--- config.mk ---
export PLATFORM = sky130hd
export DESIGN_NAME = shift_add_mult
export DESIGN_NICKNAME = d
export VERILOG_FILES = /design/src/rtl/mult_pkg.sv /design/src/rtl/shift_add_mult_add_row.sv /design/src/rtl/shift_add_mult.sv
export SDC_FILE = /design/constraint.sdc
export NUM_CORES = 1
export LEC_CHECK = 0
export CORE_MARGIN = 2
export CORE_UTILIZATION = 34
export DETAILED_ROUTE_END_ITERATION = 8
export MAX_ROUTING_LAYER = met4
export PLACE_DENSITY = 0.63
export SLEW_MARGIN = 20
export SYNTH_ARGS = -nofsm -noshare
export SYNTH_HDL_FRONTEND = slang
export SYNTH_SLANG_ARGS = --single-unit
--- constraint.sdc ---
create_clock -name clk -period 10.9 [get_ports clk]
set_clock_uncertainty 0.15 [all_clocks]
set_input_delay 2.725 -clock clk [delete_from_list [all_inputs] [get_ports clk]]
set_output_delay 2.725 -clock clk [all_outputs]
set_load 0.01 [all_outputs]
--- src/rtl/mult_pkg.sv ---
// Shared definitions for the shift-and-add multiplier: state encoding,
// default operand width and iteration-counter sizing.
package mult_pkg;

  localparam int DEFAULT_WIDTH = 8;

  typedef enum logic [1:0] {
    IDLE = 2'd0,
    RUN  = 2'd1,
    DONE = 2'd2
  } mult_state_e;

  // Counter must hold 0..WIDTH-1; never narrower than one bit.
  function automatic int count_width(input int w);
    return (w < 2) ? 1 : $clog2(w);
  endfunction

endpackage

--- src/rtl/shift_add_mult_add_row.sv ---
// One row of WIDTH ripple-carry full-adder cells; purely combinational.
module add_row #(
  parameter int WIDTH = mult_pkg::DEFAULT_WIDTH
) (
  input  logic [WIDTH-1:0] x,
  input  logic [WIDTH-1:0] y,
  input  logic             cin,
  output logic [WIDTH-1:0] sum,
  output logic             cout
);

  logic [WIDTH:0] carry;

  assign carry[0] = cin;

  for (genvar i = 0; i < WIDTH; i++) begin : g_fa
    assign sum[i]     = x[i] ^ y[i] ^ carry[i];
    assign carry[i+1] = (x[i] & y[i]) | (carry[i] & (x[i] ^ y[i]));
  end

  assign cout = carry[WIDTH];

endmodule

--- src/rtl/shift_add_mult.sv ---
// Sequential unsigned radix-2 shift-and-add multiplier, one partial-product
// row per clock, WIDTH iterations per product, start/done handshake.
module shift_add_mult
  import mult_pkg::*;
#(
  parameter int WIDTH = DEFAULT_WIDTH
) (
  input  logic               clk,
  input  logic               rst,
  input  logic               start,
  input  logic [WIDTH-1:0]   a,
  input  logic [WIDTH-1:0]   b,
  output logic               busy,
  output logic               done,
  output logic [2*WIDTH-1:0] product
);

  // Handshake: start is accepted only while idle (busy=0); done pulses for
  // exactly one cycle and product stays valid until the next accept or rst.

  localparam int CW = count_width(WIDTH);

  mult_state_e        state_q, state_d;
  logic [WIDTH-1:0]   mcand_q, mcand_d;
  logic [2*WIDTH-1:0] acc_q, acc_d;
  logic [CW-1:0]      count_q, count_d;
  logic [2*WIDTH-1:0] product_q, product_d;

  logic [WIDTH-1:0]   row_sum;
  logic               row_cout;
  logic [2*WIDTH-1:0] acc_next;

  add_row #(.WIDTH(WIDTH)) u_add_row (
    .x    (acc_q[2*WIDTH-1:WIDTH]),
    .y    (mcand_q),
    .cin  (1'b0),
    .sum  (row_sum),
    .cout (row_cout)
  );

  // Right shift keeps the adder carry as the new MSB.
  always_comb begin
    if (acc_q[0]) acc_next = {row_cout, row_sum, acc_q[WIDTH-1:1]};
    else          acc_next = {1'b0, acc_q[2*WIDTH-1:WIDTH], acc_q[WIDTH-1:1]};
  end

  always_comb begin
    state_d   = state_q;
    mcand_d   = mcand_q;
    acc_d     = acc_q;
    count_d   = count_q;
    product_d = product_q;
    case (state_q)
      IDLE: begin
        if (start) begin
          mcand_d = a;
          acc_d   = {{WIDTH{1'b0}}, b};
          count_d = '0;
          state_d = RUN;
        end
      end
      RUN: begin
        acc_d   = acc_next;
        count_d = count_q + CW'(1);
        if (count_q == CW'(WIDTH - 1)) begin
          product_d = acc_next;
          state_d   = DONE;
        end
      end
      DONE:    state_d = IDLE;
      default: state_d = IDLE;
    endcase
  end

  always_ff @(posedge clk) begin
    if (rst) begin
      state_q   <= IDLE;
      mcand_q   <= '0;
      acc_q     <= '0;
      count_q   <= '0;
      product_q <= '0;
    end else begin
      state_q   <= state_d;
      mcand_q   <= mcand_d;
      acc_q     <= acc_d;
      count_q   <= count_d;
      product_q <= product_d;
    end
  end

  assign busy    = (state_q != IDLE);
  assign done    = (state_q == DONE);
  assign product = product_q;

endmodule
==> results of run 1 <==
[critical path: cells and delay by family (launching register included)]
kind	cells	cell delay, ns
buf+inv	1	0.54
flops	1	0.51
simple gates	1	0.18
[area by class of cell]
type / count / share of cell area [%]
Tap cell: 72 / 3.657
Inverter: 10 / 1.524
Clock buffer: 5 / 2.793
Multi-Input combinational cell: 136 / 38.65
Sequential cell: 45 / 36.57
Clock inverter: 3 / 1.879
Timing Repair Buffer: 37 / 14.93
[kinds of logic after synthesis]
group	count (synthesis)	synth area share, %
AO/OA/AOI/OAI	61	22.38
multiplexers	5	2.758
AND/OR/NAND/NOR	60	13.67
buffers and inverters	24	7.147
adder cells (fa/ha/maj)	10	8.903
flip-flops	45	45.14
[registers in the layout (all words and copies together) (netlist names)]
register	cells
product	16
acc_q	16
mcand_q	8
count_q	3
state_q	2
[worst min path at each step]
stage | from | end | slack, ns
after floorplan | mcand_q[1] | mcand_q[1] | 0.29
after global placement | mcand_q[4] | mcand_q[4] | 0.29
after detailed placement | mcand_q[4] | mcand_q[4] | 0.30
after CTS | mcand_q[4] | mcand_q[4] | 0.31
after global routing | mcand_q[1] | mcand_q[1] | 0.33
final | mcand_q[1] | mcand_q[1] | 0.31
[cells in the mapped netlist (2+ instances only)]
master,n
nand2_1,32
buf_2,3
inv_1,10
a22o_2,10
mux2_2,4
a22o_1,5
a22oi_1,4
nor2_1,17
dfxtp_1,45
buf_6,5
fa_1,7
a21oi_1,26
a211o_1,4
buf_1,2
a211oi_1,6
buf_4,3
ha_1,3
nand3_1,2
[per-stage QoR]
step	hold WS, ns	power, mW
after floorplan	0.2863	0.2055
after global placement	0.2943	0.2155
after detailed placement	0.3005	0.2158
after CTS	0.3131	0.3443
after global routing	0.3267	0.3565
final	0.3099	0.3416
[power by group]
group          switching [mW]  internal, mW
clock network          0.0610        0.0687
registers             0.00623         0.170
logic                  0.0190        0.0165
[per-layer routing]
metal  part of all wire [%]  vias to the layer above  global-route usage, %
li1                       -                      765                      -
met1                     49                      694                  17.83
met2                     44                       28                  19.92
met3                    4.2                        7                  4.157
met4                    2.0                        0                  6.102
met5                      0                        -                      -
==> results.toml, run 1 <==
[timing]
timing.final.crit_share_pct = 40.40
setup_total_negative_slack_ns = 0
slew_violations = 0
fmax_mhz = 227.1
final_critical_path_setup_slack_ns = 6.497
setup_viol = 0
max_slew.worst_pin.slew_ns = 0.7232
timing.final.crit_period_ns = 4.403
hold_violations = 0
grt_setup_unrepaired = "no"
relative_slew_slack_pct = 51.75

[critical_path]
worst_r2r_src = "acc_q[8]"
worst_path_max_delay_cell = "clkdlybuf4s50_1"
start_kind = "register"
reg2reg_setup_slack_ns = 7.21
slowest_delay_ns = 0.54
cp-startpoint = "state_q[1]"
criticalPathCategory = "reg2out"
critical_path.endpoint_type = "output pin"
worstReg2RegEnd = "acc_q[14]"
cell_by_cell_trace_of_the_critical_path = "nor2b_1 -> clkdlybuf4s50_1"
worst-endpoint-arrival_ns = 1.53
setup.worst_path.end = "done"
critPathMaxFanout = 9
cp_data_required_time_ns = 8.03
ff2ff_path_depth = 13

[routing]
drt_iter0_drc = 79
viasPerCell = 4.851
finalWirelength_um = 4022
routedWlPerCell_um = 13.06
drt_pass1_iterations = 4
remaining_drc_errors = 0
detailroute.via_count = 1494
detail-route-antenna-nets = 0

[global_route]
largest_net_degree_at_the_start_of_global_routing = 32
global_route.overflow_total = 0
grt_usage_pct = 13.80
grt_pass1_vias = 1390
number_of_antenna_violations_at_the_first_check_in_global_routing = 0
global_route_wire_length_before_repair_um = 6568

[finish]
antenna-diode-count = 0
post-route-util_pct = 44.20
stdcell_area_um2 = 2464
fillers = 539
multi_input_area_um2 = 952.2
num-nets-final = 264
layout-drive-gt1-share_pct = 13.14
final_cell_count_no_fill = 308
final_cell_mix = "dfxtp_1 (45), clkdlybuf4s50_1 (36), nand2_1 (32)"
register_area_um2 = 900.9
layout.cells.most_common = "dfxtp_1"
area_delta_synth_final_pct = 23.45

[clock_tree]
htree_levels = 2
cts.reportedPaths.clkPinSlew_ns = 0.09
num_clock_sinks = 45
tritoncts.num_buffers = 5
cts-root-to-sink-buffers = 2
clk_latency_ns = 0.31
holdBufCountCts = 0
tritoncts_clock_tree = "built"
cts.repair_timing.setup_buffer_count = 0
number_of_gates_resized_after_cts = 0
cts-root-buf = "clkbuf_8"

[floorplanning]
coreArea_um2 = 5574
die-height_um = 80.62
fp.dieW_um = 80.62
initial_utilization_pct = 35.80
die_area_um2 = 6499
design.portCount = 37
std_cell_rows = 27

[placement]
buffer_ports.inserted = 36
dpl_worst_slack_ns = 6.514
dp_hpwl_um = 2714
placed_cell_area_um2 = 2349
gp_congestion = 0.7346
placed_cells = 300

[synth]
post_synth_inst_count = 205
synth-seq-cells = 45
synth_area_leaders = "dfxtp_1 (45%), fa_1 (7.0%), a21oi_1 (6.5%)"
synth_area_leader_cell = "dfxtp_1"
yosysWarnings = 0
edff_count_synth = 0
synth-seq-area-share_pct = 45.14
synth_fp_nets = 234
syn_area_per_cell_um2 = 9.735
syn_area_um2 = 1996
synth_top_area_share_pct = 45.14
post_synth_num_cell_types = 35
ys.flop_type = "dfxtp_1"
asyncSetResetFlopFracSynth_pct = 0

[status]
outcome = "complete, no violations"

[min_path]
worstHoldPathType = "reg2reg"
hold_depth = 2

[flow_run]
max_cap_viol_count = 0

[power]
p_leak_nw = 0.9139
power_density_nw_per_um2 = 138.6
peakVddDrop_mv = 0.05098
Power figures use the tool's default switching activity.
==> run 2, diff against run 1 <==
- PLACE_DENSITY: 0.63 -> 0.65
- clock period: 10.9 -> 3.9 ns (I/O delays scaled with it)
==> results.toml, run 2 (same netlist as run 1, synthesis figures left out) <==
[placement]
dpl_worst_slack_ns = 0.2708
buffer_ports.inserted = 36
gp_congestion = 0.8256
dp_hpwl_um = 2851

[global_route]
global_route_wire_length_before_repair_um = 6658
grt_pass1_vias = 1443
global_route.overflow_total = 0
largest_net_degree_at_the_start_of_global_routing = 31
number_of_antenna_violations_at_the_first_check_in_global_routing = 0
grt_usage_pct = 13.81

[critical_path]
cell_by_cell_trace_of_the_critical_path = "ha_1 -> inv_1 -> fa_1 -> fa_1 -> fa_1 -> fa_1 -> inv_1 -> fa_1 -> fa_1 -> fa_1 -> mux2_2 -> a22oi_1 -> nor2_1"
cp_data_required_time_ns = 3.93
worst-endpoint-arrival_ns = 3.69
slowest_delay_ns = 0.40
criticalPathCategory = "reg2reg"
cpMostUsedCell = "fa_1"
critPathMaxFanout = 3
worst_path_max_delay_cell = "fa_1"
start_kind = "register"
critical_path.endpoint_type = "register"

[power]
net_switching_uw = 229.1
share_comb_of_total_power_pct = 9.9
p_leak_nw = 0.9277
power_density_nw_per_um2 = 404.9
peakVddDrop_mv = 0.1760
p_sw_share_pct = 22.79
p_clk_share_pct = 41.0
internal-power_uw = 776.1
seq_power_share_pct = 49.0

[floorplanning]
coreArea_um2 = 5574
design.portCount = 37
die_area_um2 = 6499
fp.dieW_um = 80.62
initial_utilization_pct = 35.80
die-height_um = 80.62
std_cell_rows = 27

[finish]
post-route-util_pct = 44.53
area_delta_synth_final_pct = 24.39
final_cell_mix = "dfxtp_1 (45), clkdlybuf4s50_1 (36), nand2_1 (32)"
layout-drive-gt1-share_pct = 13.14
antenna-diode-count = 0
num-nets-final = 264
fillers = 556
layout.cells.most_common = "dfxtp_1"

[timing]
hold_slack_ns = 0.3096
slew_violations = 0
timing.final.crit_period_ns = 3.662
setup_total_negative_slack_ns = 0
grt_setup_unrepaired = "no"
relative_slew_slack_pct = 50.59
fmax_mhz = 273.1
max_slew.worst_pin.slew_ns = 0.7406
final_critical_path_setup_slack_ns = 0.2384
hold_violations = 0
setup_viol = 0
timing.final.crit_share_pct = 93.89

[clock_tree]
cts.reportedPaths.clkPinSlew_ns = 0.08
tritoncts.num_buffers = 5
number_of_gates_resized_after_cts = 0
cts.repair_timing.setup_buffer_count = 0
tritoncts_clock_tree = "built"
clk_latency_ns = 0.30
cts-root-buf = "clkbuf_8"
holdBufCountCts = 0
cts-root-to-sink-buffers = 2
htree_levels = 2
num_clock_sinks = 45

[flow_run]
max_cap_viol_count = 0

[routing]
detail-route-antenna-nets = 0
detailroute.via_count = 1512
drt_iter0_drc = 61
remaining_drc_errors = 0
routedWlPerCell_um = 13.21
finalWirelength_um = 4069
viasPerCell = 4.909
drt_pass1_iterations = 4

[min_path]
worstHoldPathType = "reg2reg"

[status]
outcome = "complete, no violations"
## run 2: changes by cell type in the layout (fill, tap and decap cells not counted)
| cell | change |
|---|---|
| bufinv_16 | +1 |
| clkinv_4 | -1 |
| clkinv_2 | +1 |
| clkinvlp_4 | -1 |
## run 2: worst max-delay path: cells and delay by family, from the launching register on
family	cells	cell delay [ns]
AO/OA/AOI/OAI	1	0.14
adder cells (fa/ha/maj)	8	2.45
buffers and inverters	2	0.11
flip-flops	1	0.36
multiplexers	1	0.28
AND/OR/NAND/NOR	1	0.06
## run 2: cell type report
cell class	instances	area, um2	area share [%]
Multi-Input combinational cell	136	952.2	38.36
Sequential cell	45	900.9	36.29
Timing Repair Buffer	37	367.9	14.82
Tap cell	72	90.09	3.629
Clock buffer	5	68.82	2.772
Clock inverter	3	65.06	2.621
Inverter	10	37.54	1.512
## run 2: path summary, 6_finish.rpt
kind              start    endpoint  slack [ns]  depth (start not counted)
min          mcand_q[4]  mcand_q[4]        0.31                          2
min reg2reg  mcand_q[4]  mcand_q[4]        0.31                          2
max            acc_q[8]   acc_q[14]        0.24                         13
max reg2reg    acc_q[8]   acc_q[14]        0.24                         13
## run 2: metal layers
metal,up-vias,wire (um),global-route usage [%]
li1,767,-,-
met1,703,2014,17.78
met2,37,1822,21.25
met3,5,178,3.820
met4,0,53,4.068
met5,-,0,-
## run 2: per-stage QoR
stage,cells,instance area (um2),power [mW]
2_1_floorplan,205,1996,0.5743
3_3_place_gp,300,2349,0.6033
3_5_place_dp,300,2349,0.6044
4_1_cts,308,2482,1.014
5_1_grt,308,2482,1.049
6_report,308,2482,1.005
## run 2: power groups by stage
stage | Combinational (mW) | Clock (mW) | Sequential [mW]
after detailed placement | 0.101 | 0 | 0.504
after global routing | 0.112 | 0.441 | 0.496
after global placement | 0.100 | 0 | 0.503
after CTS | 0.101 | 0.420 | 0.493
after floorplan | 0.0801 | 0 | 0.494
final | 0.100 | 0.412 | 0.493
